===== config.mk =====
export PLATFORM = sky130hd
export DESIGN_NAME = mem_1rw_sync_mask_write_byte_synth_flat
export DESIGN_NICKNAME = d
export VERILOG_FILES = /design/src/rtl/mem_1rw_sync_mask_write_byte_synth_if.sv /design/src/rtl/mem_1rw_sync_mask_write_byte_synth.sv /design/src/flat_wrapper.sv
export SDC_FILE = /design/constraint.sdc
export NUM_CORES = 2
export LEC_CHECK = 0
export ABC_AREA = 1
export CAP_MARGIN = 20
export CORE_MARGIN = 10
export CORE_UTILIZATION = 55
export CTS_BUF_LIST = sky130_fd_sc_hd__clkbuf_8
export CTS_CLUSTER_SIZE = 16
export DETAILED_ROUTE_END_ITERATION = 10
export DONT_BUFFER_PORTS = 1
export GPL_TIMING_DRIVEN = 0
export PLACE_DENSITY = 0.67
export SYNTH_ARGS = -nofsm -noshare
export SYNTH_HDL_FRONTEND = slang
export SYNTH_SLANG_ARGS = --single-unit

===== constraint.sdc =====
create_clock -name clk_i -period 2.89 [get_ports clk_i]
set_clock_uncertainty 0.2 [all_clocks]
set_input_delay 0.578 -clock clk_i [delete_from_list [all_inputs] [get_ports clk_i]]
set_output_delay 0.578 -clock clk_i [all_outputs]
set_load 0.005 [all_outputs]

===== src/rtl/mem_1rw_sync_mask_write_byte_synth_if.sv =====
// Bus bundle for the single-port byte-masked synchronous RAM.
// The requester drives the access fields; the memory drives data_o.
interface mem_1rw_sync_mask_write_byte_synth_if #(
    parameter int addr_width_p = 6,
    parameter int data_width_p = 32
);
    localparam int write_mask_width_lp = data_width_p >> 3;

    logic                           v_i;
    logic                           w_i;
    logic [addr_width_p-1:0]        addr_i;
    logic [data_width_p-1:0]        data_i;
    logic [write_mask_width_lp-1:0] write_mask_i;
    logic [data_width_p-1:0]        data_o;

    modport master (
        output v_i,
        output w_i,
        output addr_i,
        output data_i,
        output write_mask_i,
        input  data_o
    );

    modport slave (
        input  v_i,
        input  w_i,
        input  addr_i,
        input  data_i,
        input  write_mask_i,
        output data_o
    );
endinterface


===== src/rtl/mem_1rw_sync_mask_write_byte_synth.sv =====
// Generic single-port synchronous RAM with a per-byte write mask.
// One read or one write per cycle; reads return data one cycle after the
// read edge through a registered output. Storage is never reset.
// Out-of-range writes are dropped and out-of-range reads return zero.
// latch_last_read_p=1 holds data_o between reads; 0 clears it every
// cycle that does not follow a read.
// Optional simulation-only checks: define MEM_1RW_SYNC_MASK_WRITE_BYTE_CHECKS_EN.

`ifdef MEM_1RW_SYNC_MASK_WRITE_BYTE_CHECKS_EN
`ifndef SYNTHESIS
module mem_1rw_sync_mask_write_byte_synth_checks #(
    parameter int els_p         = 64,
    parameter int data_width_p  = 32,
    parameter int addr_width_p  = 6
) (
    input logic                    clk_i,
    input logic                    reset_i,
    input logic                    v_i,
    input logic                    w_i,
    input logic [addr_width_p-1:0] addr_i
);
    // Report configuration once and reject widths that are not whole bytes.
    initial begin
        $display("%m: mem_1rw_sync_mask_write_byte_synth data_width_p=%0d els_p=%0d",
                 data_width_p, els_p);
        if ((data_width_p % 8) != 0) begin
            $error("%m: data_width_p=%0d is not a multiple of 8", data_width_p);
        end
    end

    // Flag undefined control and out-of-range addresses on valid accesses.
    always @(posedge clk_i) begin
        if (!reset_i && (v_i === 1'b1)) begin
            if ($isunknown(w_i) || $isunknown(addr_i)) begin
                $error("%m: X/Z on w_i or addr_i during a valid access");
            end else if (int'(addr_i) >= els_p) begin
                $error("%m: address %0d out of range (els_p=%0d)", addr_i, els_p);
            end
        end
    end
endmodule
`endif
`endif

module mem_1rw_sync_mask_write_byte_synth #(
    parameter int els_p             = 64,
    parameter int data_width_p      = 32,
    parameter int latch_last_read_p = 1
) (
    input logic clk_i,
    input logic reset_i,
    mem_1rw_sync_mask_write_byte_synth_if.slave bus
);
    localparam int addr_width_lp       = (els_p > 1) ? $clog2(els_p) : 1;
    localparam int write_mask_width_lp = data_width_p >> 3;
    localparam logic [addr_width_lp:0] els_lp = (addr_width_lp + 1)'(els_p);

    // Byte-wise merge: masked bytes take the new data, the rest keep old data.
    function automatic logic [data_width_p-1:0] merge_bytes(
        input logic [data_width_p-1:0]        old_word,
        input logic [data_width_p-1:0]        new_word,
        input logic [write_mask_width_lp-1:0] mask
    );
        logic [data_width_p-1:0] merged;
        merged = old_word;
        for (int b = 0; b < write_mask_width_lp; b++) begin
            if (mask[b]) begin
                merged[8*b +: 8] = new_word[8*b +: 8];
            end else begin
                merged[8*b +: 8] = old_word[8*b +: 8];
            end
        end
        return merged;
    endfunction

    logic [data_width_p-1:0] mem_r [els_p];
    logic [data_width_p-1:0] data_o_r;
    logic [data_width_p-1:0] rd_data_s;
    logic                    in_range_s;
    logic                    wr_en_s;
    logic                    rd_en_s;

    // Decode the access; reset blocks both reads and writes.
    always_comb begin
        in_range_s = 1'b0;
        wr_en_s    = 1'b0;
        rd_en_s    = 1'b0;
        rd_data_s  = '0;
        in_range_s = ({1'b0, bus.addr_i} < els_lp);
        wr_en_s    = bus.v_i & bus.w_i & in_range_s & ~reset_i;
        rd_en_s    = bus.v_i & ~bus.w_i;
        if (rd_en_s && in_range_s) begin
            rd_data_s = mem_r[bus.addr_i];
        end else begin
            rd_data_s = '0;
        end
    end

    // Storage array: masked byte write, contents intentionally not reset.
    always_ff @(posedge clk_i) begin
        if (wr_en_s) begin
            mem_r[bus.addr_i] <= merge_bytes(mem_r[bus.addr_i], bus.data_i, bus.write_mask_i);
        end
    end

    // Registered read port: load on read, then hold or clear by configuration.
    always_ff @(posedge clk_i or posedge reset_i) begin
        if (reset_i) begin
            data_o_r <= '0;
        end else if (rd_en_s) begin
            data_o_r <= rd_data_s;
        end else if (latch_last_read_p == 0) begin
            data_o_r <= '0;
        end else begin
            data_o_r <= data_o_r;
        end
    end

    assign bus.data_o = data_o_r;

`ifdef MEM_1RW_SYNC_MASK_WRITE_BYTE_CHECKS_EN
`ifndef SYNTHESIS
    mem_1rw_sync_mask_write_byte_synth_checks #(
        .els_p        (els_p),
        .data_width_p (data_width_p),
        .addr_width_p (addr_width_lp)
    ) checks (
        .clk_i   (clk_i),
        .reset_i (reset_i),
        .v_i     (bus.v_i),
        .w_i     (bus.w_i),
        .addr_i  (bus.addr_i)
    );
`endif
`else
    // Checks disabled: no simulation-only logic instantiated.
`endif
endmodule


===== src/flat_wrapper.sv =====
// flat-port wrapper written by rule: the top's interface ports become plain ports
module mem_1rw_sync_mask_write_byte_synth_flat 
#(
    parameter int els_p             = 64,
    parameter int data_width_p      = 32,
    parameter int latch_last_read_p = 1
)
  (clk_i, reset_i, bus_v_i, bus_w_i, bus_addr_i, bus_data_i, bus_write_mask_i, bus_data_o);
  mem_1rw_sync_mask_write_byte_synth_if #(.addr_width_p(6), .data_width_p(data_width_p)) bus_i ();
  input logic clk_i;
  input logic reset_i;
  input wire logic [$bits(bus_i.v_i)-1:0] bus_v_i;
  input wire logic [$bits(bus_i.w_i)-1:0] bus_w_i;
  input wire logic [$bits(bus_i.addr_i)-1:0] bus_addr_i;
  input wire logic [$bits(bus_i.data_i)-1:0] bus_data_i;
  input wire logic [$bits(bus_i.write_mask_i)-1:0] bus_write_mask_i;
  output wire logic [$bits(bus_i.data_o)-1:0] bus_data_o;
  assign bus_i.v_i = bus_v_i;
  assign bus_i.w_i = bus_w_i;
  assign bus_i.addr_i = bus_addr_i;
  assign bus_i.data_i = bus_data_i;
  assign bus_i.write_mask_i = bus_write_mask_i;
  assign bus_data_o = bus_i.data_o;
  mem_1rw_sync_mask_write_byte_synth #(.els_p(els_p), .data_width_p(data_width_p), .latch_last_read_p(latch_last_read_p)) u_core (.clk_i(clk_i), .reset_i(reset_i), .bus(bus_i));
endmodule

==> metrics.yaml <==
yosys:
  seq_area_frac_synth_pct: 70.7
  yosysTopAreaCell: "edfxtp_1"
  yosysWarnings: 0
  synth_area_leaders: "edfxtp_1, nand2_1, buf_2"
  synth_top_area_share_pct: 69.8
  ys_ff_latch: 2080
  syn_area_per_cell_um2: 10.2
  netlist_area_um2: 88100
  synth_nets: 8696
  synthCells: 8650
  yosysUniqueCellTypes: 23
clocking:
  clkLatencyLatePin_ps: 1080
  cts_tree: "built"
  clk_pin_slew_ps: 70
  cts-root-buf: "clkbuf_8"
  cts_htree_levels: 5
  clockBufferDepth: 4
  cts_buffers: 348
  clock_sinks: 2080
global_routing:
  grt_pass1_vias: 59585
  grt-ovfl-total: 0
  grt_start_max_net_pins: 65
  grt_usage_pct: 30.9
  antenna_found_initial: 17
  grt_pass1_wl_um: 396000
timing:
  fmax_mhz: 331
  period_share_pct: 105
  setup_ws_ps: -135
  worstMarginPinSlew_ps: 1050
  hold_viol_final: 0
  finalSetupViolations: 350
  slew_headroom_pct: 29.7
  drv_slew: 0
  rsz0062_at_grt: "yes"
  period_needed_ps: 3020
floorplanning:
  rows: 146
  core_um2: 159000
  start_util_pct: 55.5
  die_area_um2: 177000
  die_y_um: 420
  die_w_um: 420
  ios: 78
outcome:
  status: "finished, violations left"
  violations: "negative setup slack"
finish:
  syn2layout_area_growth_pct: 14.3
  design_area_um2: 101000
  layoutNonFillerInstCount: 11477
  layout-drive-gt1-share_pct: 11.4
  fin_nets: 9209
place:
  port_buffers: 0
  hpwl_um: 185000
  preCtsSetupSlack_ps: -1670
  place_area_um2: 93400
  dp.cells: 10823
  place_congestion: 1.03
drt:
  wire_per_inst_um: 24.9
  detail-route-antenna-nets: 0
  dr.first_iter.drc_count: 8893
  drc_errors: 0
  drt_pass1_iterations: 6
  vias: 64118
  drt-total-wl_um: 285000
  post_drt_via_cell_ratio: 5.59
min_path:
  worstHoldStart: "bus_write_mask_i[1]"
  whs_endpoint: "u_core.mem_r[34][14]$_DFFE_PP_"
  min_path_type: "in -> reg"
  hold_depth: 3
critical_path:
  crit_slowest_cell: "buf_4"
  worstPathCellList: "buf_6, buf_6, buf_4, buf_2, nand2_1, nand2_1, nand2_1, nand2_1, nand2_1, nand2_1, nand2_1, nand2_1, nor2_2, nand2_1, nand2_1, nand2_8, buf_12"
  worstPathRequired_ps: 3520
  cp_slowest_stage_delay_ps: 380
  worstPathMaxFanout: 40
  critPathKind: "in -> reg"
  r2r-end: "u_core.mem_r[46][6]$_DFFE_PP_"
  crit_top_cell: "nand2_1"
  endpoint_kind: "flop"
  r2r_start: "u_core.mem_r[28][6]$_DFFE_PP_"
  worstRegToRegCells: 13
  arrival_ps: 3660
  ff2ff_setup_slack_ps: -120
  start_kind: "input pin"
pwr:
  power_leakage_nw: 43.1
  worst_ir_drop_vdd_uv: 529
  p_per_area_nw_per_um2: 623
run:
  maxCapViolations: 0
[how the worst max path moves through the flow]
stage / start / endpoint / slack (ps) / depth (start not counted)
final: bus_addr_i[0] / u_core.mem_r[46][6]$_DFFE_PP_ / -130 / 17
after detailed placement: bus_addr_i[1] / u_core.mem_r[30][30]$_DFFE_PP_ / -1670 / 15
after global routing: bus_addr_i[1] / u_core.mem_r[21][22]$_DFFE_PP_ / -60 / 7
after CTS: bus_addr_i[1] / u_core.mem_r[18][4]$_DFFE_PP_ / -110 / 7
after floorplan: reset_i / u_core.mem_r[14][0]$_DFFE_PP_ / -710 / 5
after global placement: bus_addr_i[2] / u_core.mem_r[31][30]$_DFFE_PP_ / -4370 / 12
[Yosys cell counts (all sizes together)]
library cell	instances
buf	342
clkbuf	89
dfrtp	32
edfxtp	2048
inv	37
nand2	5920
nand3	14
nand4	2
nor2	138
nor3	8
nor4	2
o211ai	5
o21ai	7
or2	6
[sequential cells by signal, summed over array words and instances, names as in the netlist]
signal and count:
u_core.mem_r 2048, u_core.bus.data_o 32
[layer usage]
| metal | vias up | part of all wire, % | track usage (%) |
|---|---|---|---|
| li1 | 28992 | - | - |
| met1 | 30388 | 37 | 40.7 |
| met2 | 3870 | 45 | 48.0 |
| met3 | 864 | 11 | 5.96 |
| met4 | 4 | 7.2 | 18.2 |
| met5 | - | 0.011 | 0 |
[power breakdown]
| group | switching (mW) | internal [mW] | leakage (nW) |
|---|---|---|---|
| sequential | 0.0939 | 33.8 | 19.0 |
| combinational | 4.58 | 1.29 | 20.7 |
| clock | 11.7 | 11.3 | 3.40 |
[cell usage in the layout (no fill, tap or decap), drive strengths merged]
master / count
buf: 456
inv: 152
o211ai: 5
nor4: 2
nand2: 5930
clkbuf: 449
nand3: 14
diode: 11
edfxtp: 2048
dlygate4sd3: 32
clkinvlp: 3
o21ai: 7
clkinv: 110
nor2: 138
or2: 6
nor3: 8
dfrtp: 32
nand4: 2
[layout make-up]
cell class	instances	area (µm²)
Antenna cell	11	27.5
Buffer	431	2740
Sequential cell	2080	62300
Clock buffer	353	4860
Tap cell	2072	2590
Clock inverter	228	923
Multi-Input combinational cell	6112	24500
Timing Repair Buffer	153	2530
Inverter	37	145
Fill cell	12510	58100
[cells by family after synthesis]
family	count (synthesis)	synth area share (%)
simple gates	6090	26.0
flops	2080	70.7
buf+inv	468	3.14
compound gates	12	0.0824
[per-stage QoR]
step,hold WS [ps],TNS (ps),util (%),power [mW]
finish,22.0,-14930,63.4,62.7
CTS,35.9,-8460,63.0,62.3
detailed placement,308,-4960400,58.8,39.8
global placement,309,-,57.2,39.7
floorplan,272,-1651650,-,37.3
global route,50.4,-3370,63.4,64.3
[critical path, delay by kind of cell]
kind / cells / cell delay, ps
simple gates: 12 / 1540
buf+inv: 5 / 1380
[timing repair]
| action | 4_1_cts | 5_1_grt |
|---|---|---|
| gates cloned | 1 | 9 |
| hold buffers | 34 | 1 |
| pin swaps | 6 | 23 |
| setup buffers | 3 | 14 |
| resized for setup | 127 | 98 |
| endpoints found under the setup margin | 2527 | 1168 |
| hold endpoints to repair | 784 | 29 |
Power figures use the tool's default switching activity.
